--- config.mk ---
export PLATFORM = sky130hd
export DESIGN_NAME = multicycle_ctrl
export DESIGN_NICKNAME = d
export VERILOG_FILES = /design/src/rtl/multicycle_ctrl.sv
export SDC_FILE = /design/constraint.sdc
export NUM_CORES = 1
export LEC_CHECK = 0
export ABC_CLOCK_PERIOD_IN_PS = 5800
export BUFFER_PORTS_ARGS = -buffer_cell sky130_fd_sc_hd__buf_4
export CAP_MARGIN = 0
export CORE_MARGIN = 4
export CORE_UTILIZATION = 52
export CTS_BUF_LIST = sky130_fd_sc_hd__clkbuf_8
export DETAILED_ROUTE_END_ITERATION = 7
export GPL_ROUTABILITY_DRIVEN = 0
export MAX_ROUTING_LAYER = met4
export PLACE_DENSITY = 0.85
export SLEW_MARGIN = 10
export SYNTH_ARGS = -nofsm -noshare
export SYNTH_HDL_FRONTEND = slang
export SYNTH_SLANG_ARGS = --single-unit
--- constraint.sdc ---
create_clock -name clk_i -period 5.8 [get_ports clk_i]
set_clock_uncertainty 0.2 [all_clocks]
set_input_delay 0.29 -clock clk_i [delete_from_list [all_inputs] [get_ports clk_i]]
set_output_delay 0.29 -clock clk_i [all_outputs]
set_load 0.005 [all_outputs]
--- src/rtl/multicycle_ctrl.sv ---
// Multi-cycle CPU control FSM: sequences FETCH/DECODE/EXEC/MEM/WB over a shared memory port,
// traps on illegal opcodes or memory timeouts, and counts retired instructions.
module multicycle_ctrl #(
    parameter int unsigned TIMEOUT = 255
) (
    input  logic        clk_i,
    input  logic        rst_i,
    input  logic [5:0]  opcode_i,
    input  logic        branch_taken_i,
    input  logic        mem_ready_i,
    output logic        mem_req_o,
    output logic        mem_we_o,
    output logic        mem_addr_sel_o,
    output logic        ir_write_o,
    output logic        pc_write_o,
    output logic [1:0]  pc_src_o,
    output logic        reg_write_o,
    output logic [1:0]  wb_sel_o,
    output logic [2:0]  state_o,
    output logic        retire_o,
    output logic [31:0] retired_o,
    output logic        trap_o,
    output logic [1:0]  trap_cause_o
);

    localparam int unsigned CntW = (TIMEOUT == 0) ? 1 : $clog2(TIMEOUT + 1);

    typedef enum logic [2:0] {
        StFetch  = 3'd0,
        StDecode = 3'd1,
        StExec   = 3'd2,
        StMem    = 3'd3,
        StWb     = 3'd4,
        StTrap   = 3'd7
    } state_e;

    typedef enum logic [2:0] {ClsIll, ClsBr, ClsJ, ClsJal, ClsAlu, ClsLw, ClsSw} cls_e;

    function automatic cls_e classify(input logic [5:0] op);
        case (op)
            6'd1, 6'd4, 6'd5, 6'd6:          classify = ClsBr;
            6'd2:                            classify = ClsJ;
            6'd3:                            classify = ClsJal;
            6'd0, 6'd8, 6'd9, 6'd13, 6'd15:  classify = ClsAlu;
            6'd35:                           classify = ClsLw;
            6'd43:                           classify = ClsSw;
            default:                         classify = ClsIll;
        endcase
    endfunction

    state_e          state_q, state_d;
    logic [CntW-1:0] wait_cnt_q;
    logic [5:0]      opcode_q;
    logic [1:0]      trap_cause_q, trap_cause_d;
    logic [31:0]     retired_q;

    cls_e       exec_cls;
    logic       timeout_hit;
    logic       mem_wait;
    logic       req, we, addr_sel, ir_write, pc_write, reg_write, retire;
    logic [1:0] pc_src, wb_sel;

    assign exec_cls = classify(opcode_q);
    assign mem_wait = ((state_q == StFetch) || (state_q == StMem)) && !mem_ready_i;
    // The counter holds prior wait cycles, so TIMEOUT-1 means this is the TIMEOUT-th one.
    assign timeout_hit = (TIMEOUT != 0) && mem_wait && (wait_cnt_q == CntW'(TIMEOUT - 1));

    always_comb begin
        state_d      = state_q;
        trap_cause_d = trap_cause_q;
        req          = 1'b0;
        we           = 1'b0;
        addr_sel     = 1'b0;
        ir_write     = 1'b0;
        pc_write     = 1'b0;
        pc_src       = 2'b00;
        reg_write    = 1'b0;
        wb_sel       = 2'b00;
        retire       = 1'b0;
        case (state_q)
            StFetch: begin
                req = 1'b1;
                if (mem_ready_i) begin
                    ir_write = 1'b1;
                    pc_write = 1'b1;
                    state_d  = StDecode;
                end else if (timeout_hit) begin
                    state_d      = StTrap;
                    trap_cause_d = 2'b10;
                end
            end
            StDecode: begin
                if (classify(opcode_i) == ClsIll) begin
                    state_d      = StTrap;
                    trap_cause_d = 2'b01;
                end else begin
                    state_d = StExec;
                end
            end
            StExec: begin
                unique case (exec_cls)
                    ClsBr: begin
                        pc_write = branch_taken_i;
                        pc_src   = 2'b01;
                        retire   = 1'b1;
                        state_d  = StFetch;
                    end
                    ClsJ, ClsJal: begin
                        pc_write = 1'b1;
                        pc_src   = 2'b10;
                        retire   = 1'b1;
                        state_d  = StFetch;
                        if (exec_cls == ClsJal) begin
                            reg_write = 1'b1;
                            wb_sel    = 2'b11;
                        end
                    end
                    ClsAlu:       state_d = StWb;
                    ClsLw, ClsSw: state_d = StMem;
                    default: begin
                        state_d      = StTrap;
                        trap_cause_d = 2'b01;
                    end
                endcase
            end
            StMem: begin
                req      = 1'b1;
                addr_sel = 1'b1;
                we       = (exec_cls == ClsSw);
                if (mem_ready_i) begin
                    if (exec_cls == ClsSw) begin
                        retire  = 1'b1;
                        state_d = StFetch;
                    end else begin
                        state_d = StWb;
                    end
                end else if (timeout_hit) begin
                    state_d      = StTrap;
                    trap_cause_d = 2'b10;
                end
            end
            StWb: begin
                reg_write = 1'b1;
                wb_sel    = (exec_cls == ClsLw) ? 2'b01 : 2'b00;
                retire    = 1'b1;
                state_d   = StFetch;
            end
            StTrap: ;
            default: begin
                state_d      = StTrap;
                trap_cause_d = 2'b01;
            end
        endcase
    end

    always_ff @(posedge clk_i) begin
        if (rst_i) begin
            state_q      <= StFetch;
            wait_cnt_q   <= '0;
            opcode_q     <= '0;
            trap_cause_q <= 2'b00;
            retired_q    <= '0;
        end else begin
            state_q      <= state_d;
            trap_cause_q <= trap_cause_d;
            if (state_q == StDecode) opcode_q <= opcode_i;
            if (retire) retired_q <= retired_q + 32'd1;
            if (state_d != state_q) begin
                wait_cnt_q <= '0;
            end else if (mem_wait) begin
                wait_cnt_q <= wait_cnt_q + CntW'(1);
            end
        end
    end

    // Everything reads as zero (FETCH) while reset is held, whatever the old state was.
    always_comb begin
        mem_req_o      = req & ~rst_i;
        mem_we_o       = we & ~rst_i;
        mem_addr_sel_o = addr_sel & ~rst_i;
        ir_write_o     = ir_write & ~rst_i;
        pc_write_o     = pc_write & ~rst_i;
        pc_src_o       = rst_i ? 2'b00 : pc_src;
        reg_write_o    = reg_write & ~rst_i;
        wb_sel_o       = rst_i ? 2'b00 : wb_sel;
        state_o        = rst_i ? 3'd0 : state_q;
        retire_o       = retire & ~rst_i;
        retired_o      = rst_i ? 32'd0 : retired_q;
        trap_o         = (state_q == StTrap) & ~rst_i;
        trap_cause_o   = rst_i ? 2'b00 : trap_cause_q;
    end

endmodule

[After elaboration in Yosys (flattened, before gate mapping)]
Memory sizes are Yosys's and may differ from the RTL's. A register that Yosys moved wholly into a read port is not among the register bits.
Cells that the tools add are included.
Cells by class
  muxes and demuxes: 40
  bitwise operators: 10
  add/subtract/negate cells: 2
  reduce and logical (&&, ||, !) cells: 14
  eq/ne operators: 17
Operator list (count)
  $add 32x1->32 const B: 1
  $mux 32: 1
  $mux 3: 7
  $mux 2: 10
  $pmux 3 s6: 1
  $eq 3x3->1 const B: 5
  $eq 3x2->1 const B: 4
  $mux 6: 2
  $mux 1: 11
  $reduce_or 2->1: 5
  $pmux 3 s3: 1
  $add 8x1->8 const B: 1
  $and 1x1->1: 8
  $eq 8x8->1 const B: 1
  $pmux 2 s2: 2
  $pmux 2 s4: 1
  $eq 3x1->1 const B: 2
  $logic_not 3->1: 2
  $ne 2x2->1 const B: 3
  $pmux 1 s2: 3
  $reduce_or 6->1: 1
  $reduce_and 5->1: 1
  $ne 3x3->1: 1
  $pmux 1 s3: 1
  6 further kinds: 8
Storage, ports and cells
  memories kept: 2
  input bits: 10
  output and inout bits: 49
  logic and storage cells: 90
  memory bits (read-only): 384
  register bits after elaboration: 51
Memories
  (name not given): words 64, width 3, rd ports 1, clocked after Yosys merged registers in 0, wr ports 0, line 40  | case (op)
  (name not given): words 64, width 3, rd ports 1, clocked after Yosys merged registers in 1, wr ports 0, line 40

[Logic depth before layout (Yosys ltp)]
  depth after elaboration: 9
  mapped depth: 8
  gate-level depth less buffers: 6

[Least setup slack after synthesis]
Ideal clock, no wire load.
  kind: register to register
  start point: register state_q[2]
  end point: register retired_q[29]
  setup time: 0.070 ns
  path buffers: 3
  arrival time: 2.013 ns
  data required time: 5.530 ns
  cell stages (with the launch flop): 9
  period minus slack after synthesis: 2.283 ns
  setup slack: 3.517 ns
  path through: dfxtp_1 > buf_6 > or4b_1 > buf_2 > o22ai_4 > o211ai_2 > clkbuf_2 > or3_1 > a21oi_1
Between the ends
  word-level cells in the longest chain between the ends: 2
  elaborated cells between the ends (all ways): 4
  those cells by class: eq/ne (3); mux (1)
Ends and longest elaborated chain
  start, declared: line 51  | state_e state_q, state_d;
  start signal, assigned: line 158  | state_q <= StFetch;
  start signal, assigned: line 164  | state_q <= state_d;
  $eq 3x3->1 or $eq 3x2->1 (tied branches): line 80  | case (state_q)
  $pmux 1 s3 (*): line 80
  end signal, assigned: line 167  | if (retire) retired_q <= retired_q + 32'd1;
  end, declared: line 55  | logic [31:0] retired_q;
Mark *: on every way between the ends. The rest lies on a longest branch, timed or not.
A chain may end at the register's enable or synchronous reset.

[Worst setup path in the final report]
  start point: register state_q[1]
  end point: output retire_o
Between the ends
  word-level cells in the longest chain between the ends: 3
  elaborated cells between the ends (all ways): 5
  those cells by class: eq/ne (3); mux (1); bitwise (1)
Ends and longest elaborated chain
  $eq 3x3->1 or $eq 3x2->1 (tied branches): line 80
  $pmux 1 s3 (*): line 80
  $and 1x1->1 (*): line 187  | retire_o = retire & ~rst_i;
  end, declared: line 20  | output logic retire_o,
Marked as above.

==> results.cfg <==
[cts]
tritoncts = done
cts_resized = 0
postCtsSetupRepairBufs = 0
clk_pin_slew_ps = 100
holdBufCountCts = 0
cts_inserted_buffers = 5
clockBufferDepth = 2
cts_max_level = 2
clock_latency_ps = 310
numClockSinks = 54
ctsRootBufferMaster = clkbuf_8

[grt]
overflow = 0
grt_max_degree = 93
grt_pass1_wl_mm = 11.8
track_usage_pct = 20.1
grt_pass1_vias = 2673
antenna_found_initial = 0

[setup_path]
end_kind = output port
crit_arrival_ps = 2460
cp_max_fo = 18
reg2regPathDepth = 5
path_class = flip-flop to output port
critPathLaunchType = flip-flop
rr_startpoint = state_q[1]
timing.rr.end = retired_q[27]
worstPathRequired_ps = 5310
r2r_setup_slack_ps = 2950

[floorplanning]
start_util_pct = 54.9
die_area_um2 = 7210
core_area_um2 = 5610
fp.dieW_um = 84.9
num_rows = 27
die_h_um = 84.9
io_pins = 59

[sta]
rsz0062_at_grt = false
layout_worst_path_cycle_share_pct = 50.8
setup_tns_ps = 0
min_period_ps = 2950
finalWorstSetupSlack_ps = 2850
holdWs_ps = 85.9
timing.slew.headroom_pct = 42.5
hold_violations = 0
timing.final.max_slew_violations = 0
worst_pin_slew_ps = 863
setup_viol = 0
max_freq_mhz = 339

[layout]
layout.nets = 443
fillCellCount = 492
n_antenna_cell = 0
layout_commonest_cell = buf_4
final_cell_mix = buf_4, dfxtp_1, nor2_1, nor2b_1, a21oi_1
areaGrowthSynthToFinish_pct = 16.6
drive_gt1_share_pct = 17.9
multi_input_area_um2 = 1850
layout.cells.non_filler = 503
regArea_um2 = 1080

[yosys]
synth_edf_count = 0
synth_area_per_cell_um2 = 7.89
synthArstFlopShare_pct = 0
yosys_register_bits = 54
syn-num-nets = 403
synthesis.area_um2 = 3080
synth_seq_area_share_pct = 35.1
syn_inst = 390
yosysUniqueCellTypes = 50
synth_warnings = 0
synth-main-ff-cell = dfxtp_1

[pwr]
p_total_mw = 1.04
power_leakage_nw = 1.39
powerDensity_nw_per_um2 = 288
max-vdd-ir-drop_v = 0.000212

[min_path]
hold_depth = 3
whs_endpoint = opcode_q[2]
hold_class = input port to flip-flop
hold_path_startpoint = opcode_i[2]

[placed_design]
dpl.cell_count = 495
port_buffers = 58
dp_hpwl_mm = 5.07
pre_cts_slack_ps = 3000

[route]
ant_nets = 0
post_drt_via_cell_ratio = 5.73
drtIter0Drc = 155
firstDrtPassIters = 4
drt-total-wl_mm = 7.08
via_count = 2882
drc = 0
wl_per_cell_um = 14.1

[outcome]
outcome = finished clean

[flow_run]
maxCapViolations = 0
-- metal layers --
layer | track usage (%) | vias to the layer above | wire length, µm
li1 | - | 1453 | -
met1 | 24.6 | 1339 | 3240
met2 | 33.4 | 78 | 3340
met3 | 3.98 | 12 | 383
met4 | 6.47 | 0 | 112
met5 | - | - | 0
-- worst max-delay path, cell delays in order, from the launching register on --
cell     delay, ps
dfxtp_1        600
or4b_1         610
o22ai_4        510
nor2_1         170
nor2_1         130
buf_4          120
-- synth_stat cells, types with 2 or more instances --
| cell type | instances | share of area (%) |
|---|---|---|
| nand4_1 | 11 | 2.2 |
| buf_2 | 5 | 0.81 |
| a21oi_1 | 27 | 4.4 |
| nor3b_1 | 2 | 0.49 |
| o2111ai_1 | 9 | 2.6 |
| nor4_1 | 3 | 0.61 |
| mux2_2 | 3 | 1.1 |
| and2_1 | 3 | 0.61 |
| ha_1 | 3 | 1.2 |
| nand2b_1 | 6 | 1.2 |
| a31oi_1 | 2 | 0.41 |
| o21ai_0 | 21 | 3.4 |
| and3_1 | 6 | 1.2 |
| nor2_1 | 52 | 6.3 |
| xor2_1 | 22 | 6.3 |
| mux2_1 | 2 | 0.73 |
| inv_1 | 9 | 1.1 |
| o31ai_1 | 3 | 0.73 |
| o21a_1 | 2 | 0.49 |
| mux2i_1 | 7 | 2.3 |
| clkbuf_1 | 16 | 2.0 |
| or3_1 | 11 | 2.2 |
| dfxtp_1 | 54 | 35 |
| nor2b_1 | 31 | 6.3 |
| nor3_1 | 16 | 2.6 |
| nand2_1 | 19 | 2.3 |
| nand3_1 | 10 | 1.6 |
| nand3b_1 | 2 | 0.49 |
| o211ai_2 | 2 | 0.81 |
| or4_1 | 2 | 0.49 |
| and4_1 | 2 | 0.57 |
| o211ai_1 | 3 | 0.73 |
| a2111oi_0 | 2 | 0.57 |
| buf_1 | 3 | 0.37 |
| or2_2 | 2 | 0.41 |
| xnor2_1 | 3 | 0.85 |
-- stage by stage --
step                      utilization (%)  area, µm²
after floorplan                         -       3080
after global placement               62.4       3500
after detailed placement             62.4       3500
after CTS                            64.0       3590
after global routing                 64.0       3590
final                                64.0       3590
-- worst max path at each step --
stage / startpoint / end / slack, ps / cells after the start
floorplan: state_q[2] / retired_q[29] / 3520 / 8
global placement: state_q[1] / retired_q[27] / 3090 / 5
detailed placement: state_q[1] / retired_q[27] / 3000 / 5
CTS: state_q[1] / retire_o / 2870 / 5
global route: state_q[1] / retire_o / 2710 / 5
finish: state_q[1] / retire_o / 2850 / 5
-- kinds of logic (layout without fill, tap and decap cells) --
group | count (synthesis) | in the layout | share of synthesized area [%]
buf+inv | 35 | 76 | 4.76
xor+xnor | 25 | 25 | 7.11
simple gates | 183 | 183 | 31.3
mux | 12 | 12 | 4.11
fa+ha+maj | 3 | 3 | 1.22
flops | 54 | 54 | 35.1
compound gates | 78 | 78 | 16.3
-- where the power goes --
| group | internal [mW] | switching [mW] | total (mW) | leakage (nW) |
|---|---|---|---|---|
| logic | 0.149 | 0.199 | 0.348 | 0.906 |
| clock network | 0.0851 | 0.127 | 0.213 | 0.0441 |
| registers | 0.408 | 0.0669 | 0.475 | 0.437 |
| total | 0.642 | 0.393 | 1.04 | 1.39 |
-- sequential cells by signal, indices dropped and copies added (netlist names) --
signal	count
wait_cnt_q	8
exec_cls	3
state_q	3
trap_cause_q	2
opcode_q	6
retired_q	32
-- final cells by class --
cell class	count	area share (%)
well taps	72	2.51
flip-flops and latches	54	30.1
clock inverters	3	0.593
repair buffers	59	12.3
clock buffers	5	1.92
multi-input cells	301	51.6
inverters	9	0.941
Power figures use the tool's default switching activity.
